$ cat src/rtl/etc_th_pixel_emitter.sv
// ---------------------------------------------------------------------------
// etc_th_pixel_emitter
//
// Sits after the T/H-mode base-colour decoder. It captures the four paint
// colours and the 32 pixel-index bits of one ETC2 T/H block into a two-slot
// ping-pong store. It then emits the 16 decoded texels of each block, one per
// cycle, on a valid/ready stream toward the texel writer.
//
// Ports
//   sclk                 clock, rising edge
//   rsrt                 synchronous active-low reset
//   color_rtr            credit to upstream: it may raise its rtr this cycle
//   color_rts            one-cycle pulse, colour set + index bits valid
//   baseColor_0..3 [23:0] paint colours {B,G,R}
//   pix_idx       [31:0] block index bits, aligned with color_rts
//   pix_valid/pix_ready  texel handshake
//   pix_rgb       [23:0] texel colour
//   pix_x, pix_y  [1:0]  texel coordinates (column-major: x=i[3:2], y=i[1:0])
//   pix_last             texel 15 of the block
//   ovf_err              sticky: color_rts arrived while both slots were full
// ---------------------------------------------------------------------------
module etc_th_pixel_emitter (
  input  logic        sclk,
  input  logic        rsrt,
  output logic        color_rtr,
  input  logic        color_rts,
  input  logic [23:0] baseColor_0,
  input  logic [23:0] baseColor_1,
  input  logic [23:0] baseColor_2,
  input  logic [23:0] baseColor_3,
  input  logic [31:0] pix_idx,
  output logic        pix_valid,
  input  logic        pix_ready,
  output logic [23:0] pix_rgb,
  output logic [1:0]  pix_x,
  output logic [1:0]  pix_y,
  output logic        pix_last,
  output logic        ovf_err
);

  // Occupancy is the state: the encoding equals the number of full slots.
  typedef enum logic [1:0] {
    ST_EMPTY = 2'd0,
    ST_ONE   = 2'd1,
    ST_FULL  = 2'd2
  } state_t;

  state_t      r_state;
  state_t      w_state_nxt;
  logic        r_wp;
  logic        r_rp;
  logic [3:0]  r_i;
  logic        r_rtr_q;
  logic        r_ovf;

  logic [23:0] r_col [0:1][0:3];
  logic [31:0] r_idx [0:1];

  logic [1:0]  w_occ;
  logic        w_cap;
  logic        w_ovf;
  logic        w_hs;
  logic        w_rel;
  logic [31:0] w_head_idx;
  logic [1:0]  w_paint;

  assign w_occ = r_state;
  assign w_cap = color_rts && (r_state != ST_FULL);
  assign w_ovf = color_rts && (r_state == ST_FULL);
  assign w_hs  = pix_valid && pix_ready;
  assign w_rel = w_hs && (r_i == 4'd15);

  // A granted credit is answered one cycle later, so the previous cycle's
  // grant still counts as an occupied slot. A lapsed grant (non-T/H block)
  // simply frees the reservation one cycle on.
  assign color_rtr = rsrt && (({1'b0, w_occ} + {2'b00, r_rtr_q}) < 3'd2);

  // ---------------- state register ----------------
  // NOTE: sequential state uses non-blocking assignments so every flop
  // samples the pre-edge values regardless of statement order.
  always_ff @(posedge sclk) begin
    if (!rsrt) begin
      r_state <= ST_EMPTY;
      r_wp    <= 1'b0;
      r_rp    <= 1'b0;
      r_i     <= 4'd0;
      r_rtr_q <= 1'b0;
      r_ovf   <= 1'b0;
    end else begin
      r_state <= w_state_nxt;
      r_rtr_q <= color_rtr;
      if (w_cap) r_wp <= ~r_wp;
      if (w_ovf) r_ovf <= 1'b1;
      if (w_hs) begin
        r_i <= r_i + 4'd1;        // wraps 15 -> 0 at the end of a block
        if (w_rel) r_rp <= ~r_rp;
      end
    end
  end

  // ---------------- next state / outputs ----------------
  // NOTE: every signal driven here gets a default first, so no path can
  // leave it unassigned and infer a latch.
  always_comb begin
    w_state_nxt = r_state;
    pix_valid   = (r_state != ST_EMPTY);
    unique case (r_state)
      ST_EMPTY: if (w_cap) w_state_nxt = ST_ONE;
      ST_ONE: begin
        if (w_cap && !w_rel)      w_state_nxt = ST_FULL;
        else if (w_rel && !w_cap) w_state_nxt = ST_EMPTY;
      end
      // No capture is possible from FULL, so a release always drops to ONE.
      ST_FULL:  if (w_rel) w_state_nxt = ST_ONE;
      default:  w_state_nxt = ST_EMPTY;
    endcase
  end

  // ---------------- block store ----------------
  // NOTE: the slot store has no reset; a slot is only read once occupancy
  // says it was written, so clearing it would add logic without effect.
  always_ff @(posedge sclk) begin
    if (rsrt && w_cap) begin
      r_col[r_wp][0] <= baseColor_0;
      r_col[r_wp][1] <= baseColor_1;
      r_col[r_wp][2] <= baseColor_2;
      r_col[r_wp][3] <= baseColor_3;
      r_idx[r_wp]    <= pix_idx;
    end
  end

  // ---------------- texel decode ----------------
  // Paint index for texel i is {bit 16+i, bit i}; {1'b1, i} is exactly 16+i.
  assign w_head_idx = r_idx[r_rp];
  assign w_paint    = {w_head_idx[{1'b1, r_i}], w_head_idx[{1'b0, r_i}]};

  // Empty store reads as zero so the idle output is clean after reset.
  assign pix_rgb  = pix_valid ? r_col[r_rp][w_paint] : 24'd0;
  assign pix_x    = r_i[3:2];
  assign pix_y    = r_i[1:0];
  assign pix_last = (r_i == 4'd15);
  assign ovf_err  = r_ovf;

endmodule

$ cat config.mk
export PLATFORM = sky130hd
export DESIGN_NAME = etc_th_pixel_emitter
export DESIGN_NICKNAME = d
export VERILOG_FILES = /design/src/rtl/etc_th_pixel_emitter.sv
export SDC_FILE = /design/constraint.sdc
export NUM_CORES = 1
export LEC_CHECK = 0
export ABC_AREA = 1
export BUFFER_PORTS_ARGS = -buffer_cell sky130_fd_sc_hd__buf_2
export CAP_MARGIN = 15
export CORE_MARGIN = 4
export CORE_UTILIZATION = 30
export DETAILED_ROUTE_END_ITERATION = 10
export GPL_ROUTABILITY_DRIVEN = 0
export PLACE_DENSITY_LB_ADDON = 0.1
export SLEW_MARGIN = 30
export SYNTH_ARGS = -nofsm -noshare
export SYNTH_HDL_FRONTEND = slang
export SYNTH_SLANG_ARGS = --single-unit
$ cat constraint.sdc
create_clock -name sclk -period 25.8 [get_ports sclk]
set_clock_uncertainty 0.05 [all_clocks]
set_input_delay 1.29 -clock sclk [delete_from_list [all_inputs] [get_ports sclk]]
set_output_delay 1.29 -clock sclk [all_outputs]
set_load 0.01 [all_outputs]
Word-level counts from Yosys, hierarchy flattened
Memory sizes are Yosys's and may differ from the RTL's. A register that Yosys moved wholly into a read port is not among the register bits. Index checks and enable logic that the tools add are counted. W data, S select, Z words.

Register bits after elaboration: 10. Memory bits (writable): 256. Output and inout bits: 32. Logic and storage cells: 57. Memories: 2.

Reduce and logical (&&, ||, !) cells: 14. Add/sub/neg operators: 2. $lt $le $gt $ge: 4. Equality and inequality tests: 7. Mux-type cells: 19. Bitwise gates (word level): 3.

Memories: r_col (depth 2, width 96, read ports 1, clocked after Yosys merged registers in 1, write ports 1, RTL line 56) `logic [23:0] r_col [0:1][0:3];`; r_idx (depth 2, width 32, read ports 1, clocked after Yosys merged registers in 1, write ports 1, RTL line 57) `logic [31:0] r_idx [0:1];`.

Operators by type and width (count): $mux W24 (3); $bmux W24 S2 (1); $bmux W1 S4 (2); $logic_and A1 B1 Y1 (8); $mux W1 (8); $mux W2 (4); $lt A4 B6 Y1 const B (1); $lt A5 B6 Y1 const B (1); $ne A2 B2 Y1 const B (3); $pmux W2 S3 (1); $add A4 B1 Y4 const B (1); $eq A4 B4 Y1 const B (1); $add A2 B1 Y3 (1); $ge A3 B3 Y1 const B (1); $lt A3 B2 Y1 const B (1); $ne A3 B3 Y1 const B (1); $not A2 Y3 (1); $reduce_and A3 Y1 (1); $eq A2 B1 Y1 const B (1); $eq A2 B2 Y1 const B (1); $logic_not A1 Y1 (2); $logic_not A2 Y1 (1); $not A1 Y1 (2); $reduce_and A2 Y1 (1); $reduce_bool A2 Y1 (1).

Longest topological paths before layout
Word-level depth: 7. Gate-level depth with buffers: 15.

Worst setup path after synthesis
No wires, ideal clock.

Path kind: input to register. Start: input port rsrt. End: memory r_col[1][0] (netlist bit), enable pin. Setup slack: 14.696 ns. Arrival: 10.283 ns. Cell stages on the path: 3. Data required time: 24.978 ns. Library setup time: 0.772 ns. Buffers on the path: 1. Path through: inv_1 clkbuf_1 nor3_1.

Cells in the longest elaborated chain, start to end: 3.

Ends and longest elaborated chain: start: declaration (RTL line 24) `input logic rsrt,`; $logic_and A1 B1 Y1 (RTL line 123) `if (rsrt && w_cap) begin`; $mux W1 (RTL line 123); $mux W1 (implied by the code) (RTL line 127) `r_col[r_wp][3] <= baseColor_3;`; end: declaration (RTL line 56).

Every way passes these cells.

==> results.txt <==
Fin. Hold Viols: 0
global-route wire length before repair: 44.35 mm
Filler cells: 3638
Cells after Synth: 984
post-synth top area cell: edfxtp_1
Crit. End Element: output port
drt total wl: 30.02 mm
worst vdd ir: 0.00004936 V
Post-CTS Setup Bufs: 0
CTS resizes: 0
combinational cell fraction of total power: 0.213
crit-path max FO: 66
Power Total: 0.001209 W
Clk Latency, worst-skew pair: 0.56 ns
relative slew slack: 0.3858
hold_buf cts: 0
Synth Register Bits: 267
Residual DRC: 0
Reg2Reg Depth: 11
WP data arrival: 4.52 ns
Min-Delay Path Depth: 1
adder-cell share of the synthesized area: 0.002268
minimum clock period: 5.862 ns
Least-Margin Pin Slew: 0.9213 ns
Synth Area in Compound Gates: 0.008620
Die Y: 199.8 um
PortBufs: 163
Mapped Area: 0.01103 mm^2
Ports: 164
CTS tree: done
die width: 199.8 um
vias in the first global route: 7364
sequential cell area: 0.007911 mm^2
wire per inst: 18.46 um
min-delay worst type: register to register
RSZ-0062 raised after global routing: false
Cell variety after synth: 23
Post-Synth XOR/XNOR Area: 0.0007939
Via Count: 7388
Max-Cap Viols: 0
cell-internal power: 0.0008468 W
multiplexer share of the synthesized area: 0.02087
P&R area growth vs syn: 20.00%
PwrDens: 91.36 mW/mm^2
multi-input gate area in the final layout: 0.002756 mm^2
switching power: 0.0003626 W
clk root buf: clkbuf_16
simple-gate share of the synthesized area: 0.2153
number of synthesized flops with an enable pin: 256
Fmax: 170.6 MHz
Syn Area/Cell: 11.21 um^2
Synth async-reset ratio: 0
Worst Path Required: 24.46 ns
ANT cells: 0
Seq pwr share: 0.435
1st-pass router iterations: 5
post-DP HPWL: 18.86 mm
vias per cell: 4.544
fin crit share: 0.2272
Crit Path Category: register to output port
fraction of layout instances using a drive strength above 1: 0.1906
CTS Buf Count: 31
switch share: 0.2998
setup TNS: 0 ns
status: finished clean
# rows: 69
Worst-path clk slew: 0.06 ns
final setup vio count: 0
Max clock buf depth: 3
Overall Global Routing Usage: 0.1458
sequential share of the synthesized area: 0.7168
Iter 0 DRT Violations: 375
largest net degree at the start of global routing: 73
Synth Flop Type: edfxtp_1
initial core utilization: 0.3072
dominant cells by area after synthesis: edfxtp_1 70%, nor2_1 10%, nand2_1 6.2%, nand3_1 4.8%, mux2i_1 2.1%
Routed Antenna Nets: 0
Final #Nets: 1274
yosys warns: 0
global route total overflow: 0
syn_nets: 1118
CTS Sinks: 267
Max Slew Vio Count: 0
initial antenna violation count: 3
area share of the largest cell type after synthesis: 0.6968
H-tree depth: 1
clock share of power: 0.352
Placeable Area: 0.03591 mm^2
leakage: 5.159 nW
largest family of logic cells by synthesized area: simple AND/OR/NAND/NOR gates
startpoint class of the critical path: register
full die area: 0.03990 mm^2
-- cell usage after synthesis (2+ instances only) --
library cell / number
edfxtp_1: 256
clkbuf_1: 12
inv_2: 3
dfxtp_1: 11
inv_1: 28
nor3_1: 3
nand2_1: 181
a211oi_1: 2
nor2_1: 303
buf_4: 13
buf_6: 2
buf_2: 21
a21oi_1: 7
o21ai_0: 6
ha_1: 2
nand3_1: 105
mux2i_1: 23
-- state kept, by name, indices dropped and copies added, names as in the netlist, named ones only --
signal / cells
r_rtr_q: 1
ovf_err: 1
r_state: 2
r_wp: 1
r_rp: 1
r_idx: 64
r_col: 192
r_i: 4
-- path summary, 6_finish.rpt --
path | slack [ns] | to | start
setup / recovery | 19.94 | pix_rgb[23] | register
hold / removal | 0.40 | r_rtr_q$_SDFF_PN0_ | r_rtr_q$_SDFF_PN0_
setup reg to reg | 22.99 | r_state[1]$_SDFFE_PN0P_ | r_state[0]$_SDFFE_PN0P_
hold reg to reg | 0.40 | r_rtr_q$_SDFF_PN0_ | r_rtr_q$_SDFF_PN0_
-- layer usage --
layer	up-vias	part of all wire	wire length [um]	track usage
met5	-	0.00067	20	0
met4	4	0.019	556	0.03270
met3	41	0.047	1411	0.02669
met2	168	0.46	13930	0.2313
met1	3535	0.47	14110	0.2106
li1	3640	-	-	-
-- area by class of cell --
type,instances,share of cell area
sequential,267,0.5976
inverter,31,0.008979
multi-input combinational,637,0.2082
clock buffer,38,0.06059
timing repair buffer,172,0.06673
tap,461,0.04357
clock inverter,20,0.01427
-- per-stage QoR --
| step | cells | hold WS [ns] | utilization | area [um^2] | setup WS [ns] |
|---|---|---|---|---|---|
| 2_1_floorplan | 984 | 0.3713 | - | 11030 | 14.70 |
| 3_3_place_gp | 1568 | 0.3839 | 0.3410 | 12250 | 20.39 |
| 3_5_place_dp | 1568 | 0.3835 | 0.3410 | 12250 | 20.33 |
| 4_1_cts | 1626 | 0.3973 | 0.3686 | 13240 | 19.73 |
| 5_1_grt | 1626 | 0.4135 | 0.3686 | 13240 | 19.46 |
| 6_report | 1626 | 0.3956 | 0.3686 | 13240 | 19.94 |
-- power groups by stage --
stage          Sequential (W)  Combinational [W]  Clock (W)
5_1_grt              0.000530           0.000292   0.000456
3_3_place_gp         0.000536           0.000263          0
3_5_place_dp         0.000536           0.000263          0
2_1_floorplan        0.000539           0.000163          0
6_report             0.000527           0.000257   0.000426
4_1_cts              0.000527           0.000264   0.000439
-- worst max-delay path, stage by stage, from the launching register on --
cell and delay (ns):
dfxtp_4 0.91, inv_4 0.31, nand2_1 0.13, nand3_1 0.08, nand3_1 0.10, nand2_1 0.05, nor2_1 0.13, nand2_2 0.50
nand2_2 0.57, buf_4 0.44, nand2_1 0.09, nand3_1 0.08, nand2_1 0.05, nor2_1 0.25, buf_2 0.19
-- placed cells by master (no fill, tap or decap), types with 7 or more instances in the layout --
cell       Yosys  final
nand3_1      105    105
clkinv_1       0     12
buf_2         21    163
edfxtp_1     256    256
buf_4         13      9
dfxtp_1       11     10
nand2_1      181    177
clkbuf_16      0     31
inv_1         28     28
nor2_1       303    302
a21oi_1        7      7
clkbuf_1      12      7
mux2i_1       23     23
-- cells by family (layout without fill, tap and decap cells) --
kind of cell | count (synthesis) | count (layout)
DFF | 267 | 267
AOI/OAI and AO/OA | 17 | 17
adders and majority gates | 2 | 2
and+or+nand+nor | 594 | 594
xor gates and xnor gates | 1 | 1
buffers and inverters | 80 | 261
muxes | 23 | 23
(Power assumes the default switching activity.)
